## src/rtl/sreg_wr_arbiter_if.sv

```systemverilog
// Write-port bus for the special register file arbiter: requester handshake,
// clear control, and the registered write port that feeds sreg_file.
interface sreg_wr_arbiter_if #(
    parameter int NUM_REQ = 2,
    parameter int ADDR_W  = 4,
    parameter int DATA_W  = 128,
    parameter int ID_W    = 3
);
    logic                       clr_start;
    logic                       clr_busy;
    logic [NUM_REQ-1:0]         req_valid;
    logic [NUM_REQ-1:0]         req_ready;
    logic [NUM_REQ*ADDR_W-1:0]  req_addr;
    logic [NUM_REQ*DATA_W-1:0]  req_data;
    logic                       sreg_we;
    logic [ADDR_W-1:0]          sreg_waddr;
    logic [DATA_W-1:0]          sreg_wdata;
    logic [ID_W-1:0]            grant_id;

    modport master (
        output clr_start, req_valid, req_addr, req_data,
        input  clr_busy, req_ready, sreg_we, sreg_waddr, sreg_wdata, grant_id
    );

    modport slave (
        input  clr_start, req_valid, req_addr, req_data,
        output clr_busy, req_ready, sreg_we, sreg_waddr, sreg_wdata, grant_id
    );
endinterface

```

## src/rtl/sreg_wr_arbiter.sv

```systemverilog
// Round-robin owner of the sreg_file write port, with a built-in sequence
// that zeroes every register one address per cycle.
module sreg_wr_arbiter #(
    parameter int NUM_REQ = 2,
    parameter int ADDR_W  = 4,
    parameter int DATA_W  = 128,
    parameter int ID_W    = 3
) (
    input  logic               clk,
    input  logic               rst,
    sreg_wr_arbiter_if.slave   bus
);
    localparam int SLOTS = 2**ID_W;

    typedef enum logic [0:0] {IDLE, CLEAR} state_t;

    state_t              state_reg, state_next;
    logic [ADDR_W-1:0]   clr_cnt_reg, clr_cnt_next;
    logic [ID_W-1:0]     rr_ptr_reg, rr_ptr_next;
    logic                we_reg, we_next;
    logic [ADDR_W-1:0]   waddr_reg, waddr_next;
    logic [DATA_W-1:0]   wdata_reg, wdata_next;
    logic [ID_W-1:0]     gid_reg, gid_next;
    logic                busy_reg, busy_next;

    logic [ADDR_W-1:0]   addr_arr [SLOTS];
    logic [DATA_W-1:0]   data_arr [SLOTS];
    logic [ID_W-1:0]     winner, hi_idx, lo_idx;
    logic                hi_found, lo_found, any_valid, ready_en;

    // Unpack per-requester fields into arrays sized to the full grant_id range
    // so the winner index selects without width adaptation.
    generate
        for (genvar gi = 0; gi < SLOTS; gi++) begin : g_unpack
            if (gi < NUM_REQ) begin : g_used
                assign addr_arr[gi] = bus.req_addr[gi*ADDR_W +: ADDR_W];
                assign data_arr[gi] = bus.req_data[gi*DATA_W +: DATA_W];
            end else begin : g_pad
                assign addr_arr[gi] = '0;
                assign data_arr[gi] = '0;
            end
        end
    endgenerate

    // Lowest valid index above rr_ptr wins; otherwise wrap to lowest at or below it.
    always_comb begin
        hi_found = 1'b0;
        lo_found = 1'b0;
        hi_idx   = '0;
        lo_idx   = '0;
        for (int i = NUM_REQ - 1; i >= 0; i--) begin
            if (bus.req_valid[i]) begin
                if (i > int'(rr_ptr_reg)) begin
                    hi_found = 1'b1;
                    hi_idx   = ID_W'(i);
                end else begin
                    lo_found = 1'b1;
                    lo_idx   = ID_W'(i);
                end
            end
        end
        winner    = hi_found ? hi_idx : lo_idx;
        any_valid = hi_found | lo_found;
    end

    assign ready_en = !rst && (state_reg == IDLE) && !bus.clr_start && any_valid;

    generate
        for (genvar gi = 0; gi < NUM_REQ; gi++) begin : g_ready
            assign bus.req_ready[gi] = ready_en && (winner == ID_W'(gi));
        end
    endgenerate

    always_comb begin
        state_next   = state_reg;
        clr_cnt_next = clr_cnt_reg;
        rr_ptr_next  = rr_ptr_reg;
        we_next      = 1'b0;
        waddr_next   = waddr_reg;
        wdata_next   = wdata_reg;
        gid_next     = gid_reg;
        busy_next    = busy_reg;
        case (state_reg)
            IDLE: begin
                if (bus.clr_start) begin
                    state_next   = CLEAR;
                    clr_cnt_next = '0;
                    busy_next    = 1'b1;
                end else if (any_valid) begin
                    we_next     = 1'b1;
                    waddr_next  = addr_arr[winner];
                    wdata_next  = data_arr[winner];
                    gid_next    = winner;
                    rr_ptr_next = winner;
                end
            end
            CLEAR: begin
                we_next      = 1'b1;
                waddr_next   = clr_cnt_reg;
                wdata_next   = '0;
                clr_cnt_next = clr_cnt_reg + 1'b1;
                // Busy drops on the same edge that presents the final zero write.
                if (clr_cnt_reg == '1) begin
                    state_next = IDLE;
                    busy_next  = 1'b0;
                end
            end
            default: state_next = IDLE;
        endcase
    end

    always_ff @(posedge clk) begin
        if (rst) begin
            state_reg   <= IDLE;
            clr_cnt_reg <= '0;
            rr_ptr_reg  <= ID_W'(NUM_REQ - 1);
            we_reg      <= 1'b0;
            waddr_reg   <= '0;
            wdata_reg   <= '0;
            gid_reg     <= '0;
            busy_reg    <= 1'b0;
        end else begin
            state_reg   <= state_next;
            clr_cnt_reg <= clr_cnt_next;
            rr_ptr_reg  <= rr_ptr_next;
            we_reg      <= we_next;
            waddr_reg   <= waddr_next;
            wdata_reg   <= wdata_next;
            gid_reg     <= gid_next;
            busy_reg    <= busy_next;
        end
    end

    assign bus.sreg_we    = we_reg;
    assign bus.sreg_waddr = waddr_reg;
    assign bus.sreg_wdata = wdata_reg;
    assign bus.grant_id   = gid_reg;
    assign bus.clr_busy   = busy_reg;
endmodule
```

## src/flat_wrapper.sv

```systemverilog
// flat-port wrapper written by rule: the top's interface ports become plain ports
module sreg_wr_arbiter_flat 
#(
    parameter int NUM_REQ = 2,
    parameter int ADDR_W  = 4,
    parameter int DATA_W  = 128,
    parameter int ID_W    = 3
)
  (clk, rst, bus_clr_start, bus_req_valid, bus_req_addr, bus_req_data, bus_clr_busy, bus_req_ready, bus_sreg_we, bus_sreg_waddr, bus_sreg_wdata, bus_grant_id);
  sreg_wr_arbiter_if #(.NUM_REQ(NUM_REQ), .ADDR_W(ADDR_W), .DATA_W(DATA_W), .ID_W(ID_W)) bus_i ();
  input  logic clk;
  input  logic rst;
  input wire logic [$bits(bus_i.clr_start)-1:0] bus_clr_start;
  input wire logic [$bits(bus_i.req_valid)-1:0] bus_req_valid;
  input wire logic [$bits(bus_i.req_addr)-1:0] bus_req_addr;
  input wire logic [$bits(bus_i.req_data)-1:0] bus_req_data;
  output wire logic [$bits(bus_i.clr_busy)-1:0] bus_clr_busy;
  output wire logic [$bits(bus_i.req_ready)-1:0] bus_req_ready;
  output wire logic [$bits(bus_i.sreg_we)-1:0] bus_sreg_we;
  output wire logic [$bits(bus_i.sreg_waddr)-1:0] bus_sreg_waddr;
  output wire logic [$bits(bus_i.sreg_wdata)-1:0] bus_sreg_wdata;
  output wire logic [$bits(bus_i.grant_id)-1:0] bus_grant_id;
  assign bus_i.clr_start = bus_clr_start;
  assign bus_i.req_valid = bus_req_valid;
  assign bus_i.req_addr = bus_req_addr;
  assign bus_i.req_data = bus_req_data;
  assign bus_clr_busy = bus_i.clr_busy;
  assign bus_req_ready = bus_i.req_ready;
  assign bus_sreg_we = bus_i.sreg_we;
  assign bus_sreg_waddr = bus_i.sreg_waddr;
  assign bus_sreg_wdata = bus_i.sreg_wdata;
  assign bus_grant_id = bus_i.grant_id;
  sreg_wr_arbiter #(.NUM_REQ(NUM_REQ), .ADDR_W(ADDR_W), .DATA_W(DATA_W), .ID_W(ID_W)) u_core (.clk(clk), .rst(rst), .bus(bus_i));
endmodule
```

## config.mk

```make
export PLATFORM = sky130hd
export DESIGN_NAME = sreg_wr_arbiter_flat
export DESIGN_NICKNAME = d
export VERILOG_FILES = /design/src/rtl/sreg_wr_arbiter_if.sv /design/src/rtl/sreg_wr_arbiter.sv /design/src/flat_wrapper.sv
export SDC_FILE = /design/constraint.sdc
export NUM_CORES = 1
export LEC_CHECK = 0
export CAP_MARGIN = 25
export CORE_AREA = 8 8 152 154
export DETAILED_ROUTE_END_ITERATION = 10
export DIE_AREA = 0 0 160 162
export PLACE_DENSITY = 0.75
export RECOVER_POWER = 100
export SYNTH_ARGS = -nofsm -noshare
export SYNTH_HDL_FRONTEND = slang
export SYNTH_SLANG_ARGS = --single-unit
```

## constraint.sdc

```tcl
create_clock -name clk -period 1.9 [get_ports clk]
set_clock_uncertainty 0.2 [all_clocks]
set_input_delay 0.19 -clock clk [delete_from_list [all_inputs] [get_ports clk]]
set_output_delay 0.19 -clock clk [all_outputs]
set_load 0.05 [all_outputs]
```

==> run_results.csv <==
group,metric,value,unit
status,outcome,"finished with violations",
status,violations,"negative setup slack",
floorplanning,dieArea,25900,µm²
yosys,ys_types,37,
sta,worst_slack,-38.1,ps
yosys,synthTopCellsByArea,"dfxtp_1 45%, mux2i_1 21%, o2bb2ai_1 14%",
clock_network,clock_sinks,141,
worst_setup_path,startpoint_type,"register",
yosys,synth_top_cell_by_area,"dfxtp_1",
floorplanning,fp-row-count,53,
sta,setup_violations,1,
hold_path,min-delay-start,"bus_req_data[166]",
finish,final_common_cell,"clkdlybuf4s50_1",
sta,finalMaxSlewViolations,0,
worst_setup_path,path_class,"reg2out",
global_routing,gr-max-usage-layer,"met2",
yosys,syn_inst,502,
yosys,synth_area_per_cell,12.5,µm²
finish,drive_gt1_share,12.2,%
clock_network,cts_root_buf,"clkbuf_16",
sta,min_period,1940,ps
clock_network,cts_made_buffers,17,
global_routing,gr-total-overflow,0,
route,vias,5696,
global_routing,grt_pass1_vias,6159,
floorplanning,die_x,160,µm
yosys,yosys_warnings,0,
worst_setup_path,cp.arrival,1550,ps
worst_setup_path,worst-endpoint-required,1510,ps
sta,hold_ws,218,ps
global_routing,grtUsageTotal,17.5,%
route,drtIter0Drc,186,
yosys,synthAdderAreaFrac,0.199,%
global_routing,grt_max_degree,56,
clock_network,cts_htree_levels,4,
placement,dpl.hpwl,19100,µm
route,detailedRoute.firstPassIterationCount,6,
global_routing,grtUsageMet2,30.6,%
sta,finalHoldViolations,0,
pwr,p_leak,0.00438,µW
finish,largest_reg_flops,128,
finish,nFillCells,1984,
yosys,synth_xor_area_share,0,%
worst_setup_path,path_max_fanout,28,
sta,maxSlewHeadroom,53.4,%
placement,port_buffers,405,
sta,rsz0062_at_grt,"true",
yosys,syn_area,6290,µm²
floorplanning,start_util,30.4,%
finish,n_antenna_cell,0,
pwr,power_density,829,nW/µm²
worst_setup_path,rr_startpoint,"u_core.state_reg",
clock_network,clk_pin_slew,60,ps
floorplanning,die_h,162,µm
finish,syn2layout_area_growth,67.2,%
clock_network,clockBufferDepth,2,
route,wl_per_cell,19.4,µm
hold_path,hp-class,"in2reg",
finish,final_cell_mix,"268 x clkdlybuf4s50_1, 140 x dfxtp_1, 131 x mux2i_1, 121 x clkbuf_1, 108 x o2bb2ai_1",
global_routing,grt_first_pass_wirelength,35800,µm
placement,gp_congestion,0.771,
global_routing,grt_util_met1,19.8,%
worst_setup_path,end_kind,"primary output",
worst_setup_path,startpoint,"u_core.rr_ptr_reg[0]",
clock_network,cts_tree,"yes",
placement,dp_slack,-90.0,ps
sta,timing.final.crit_share,102,%
floorplanning,core-area,20700,µm²
global_routing,use_met3,6.63,%
route,drt.antenna.violating_nets,0,
route,drc,0,
run,cap_violations,0,
floorplanning,num_io_pins,408,
route,drt-vias-per-instance,4.67,
yosys,synth_compound_area_share,23.6,%
route,wirelength,23600,µm
global_routing,antenna_found_initial,0,
sta,max_freq,516,MHz
yosys,synth_top_area_share,44.9,%
sta,tightest_slew,702,ps
finish,fin_nets,1201,
yosys,ys_ff_latch,141,
yosys,yosysSeqAreaShare,44.9,%
yosys,synthMuxAreaShare,20.9,%
pwr,ir_worst_vdd,0.506,mV
clock_network,clock_latency,410,ps
yosys,synthSimpleGateAreaFrac,2.35,%
yosys,synth_top_family_by_area,"compound AO/OA/AOI/OAI gates",
## through the flow
step / total power (µW) / cell area (µm²) / utilization, % / cells / TNS [ps]
after floorplan: 4420 / 6310 / - / 503 / 0
final: 8720 / 10500 / 50.8 / 1219 / -38.1
after global placement: 5420 / 10500 / 50.7 / 1187 / -6090
after CTS: 8990 / 11100 / 53.6 / 1219 / -71.2
after detailed placement: 5440 / 10500 / 50.7 / 1187 / -5860
after global routing: 9100 / 10500 / 50.8 / 1219 / -2050
## path summary, 6_finish.rpt
check	endpoint	slack, ps	depth (start not counted)
setup / recovery	bus_req_ready[1]	-40	4
hold / removal	u_core.bus.sreg_wdata[38]	220	3
setup reg to reg	u_core.bus.sreg_wdata[84]	240	4
hold reg to reg	u_core.bus.sreg_wdata[33]	260	1
## timing repair
| action | CTS | global route |
|---|---|---|
| endpoints found under the setup margin | 16 | 2 |
| hold buffers | 0 | 0 |
| gates resized for setup | 16 | 1 |
| buffers inserted | 0 | 0 |
## cells by family after synthesis
| kind of cell | count (synthesis) |
|---|---|
| other cells | 1 |
| mux | 131 |
| simple gates | 26 |
| fa+ha+maj | 1 |
| compound gates | 151 |
| flops | 141 |
| buf+inv | 51 |
## report_power, final
part / leakage, µW / switching (µW) / internal, µW / total [µW]
Combinational: 0.00294 / 1090 / 900 / 1990
Sequential: 0.00115 / 91.5 / 3110 / 3200
Clock: 0.000288 / 1310 / 2210 / 3520
## worst max-delay path, stage by stage, from the launching register on
cell and delay (ps):
dfxtp_2 340, a21bo_4 230, buf_12 170, nor4_4 210
buf_12 180
## cell type report
class	instances	area, µm²	share of cell area [%]
clock buffer	20	437	4.15
clock inverter	12	185	1.76
inverter	1	3.75	0.0357
multi-input combinational	311	2910	27.7
sequential	141	2820	26.9
tap	275	344	3.27
timing repair buffer	459	3800	36.2
## synthesized netlist by cell type (all sizes together)
library cell and instances:
nand2b 3, nor2b 3, a2bb2oi 2, a22oi 1, o31ai 2, nor3b 2
a211oi 1, o22ai 2, dfxtp 141, a21bo 1, conb 1, nor2 9
o32ai 2, nand2 3, buf 46, o2bb2ai 128, ha 1, nand3 1
a21boi 1, inv 1, a41oi 1, or3b 1, a221o 1, o21ai 3
nand4 1, clkbuf 4, nor4 1, mux2i 131, o21ba 1, a21oi 5
nor3 2
## routing by layer
metal	vias up	part of all wire, %
met3	20	8.4
met5	-	0
met4	0	1.0
li1	2792	-
met2	251	50
met1	2633	41
(Power assumes the default switching activity.)
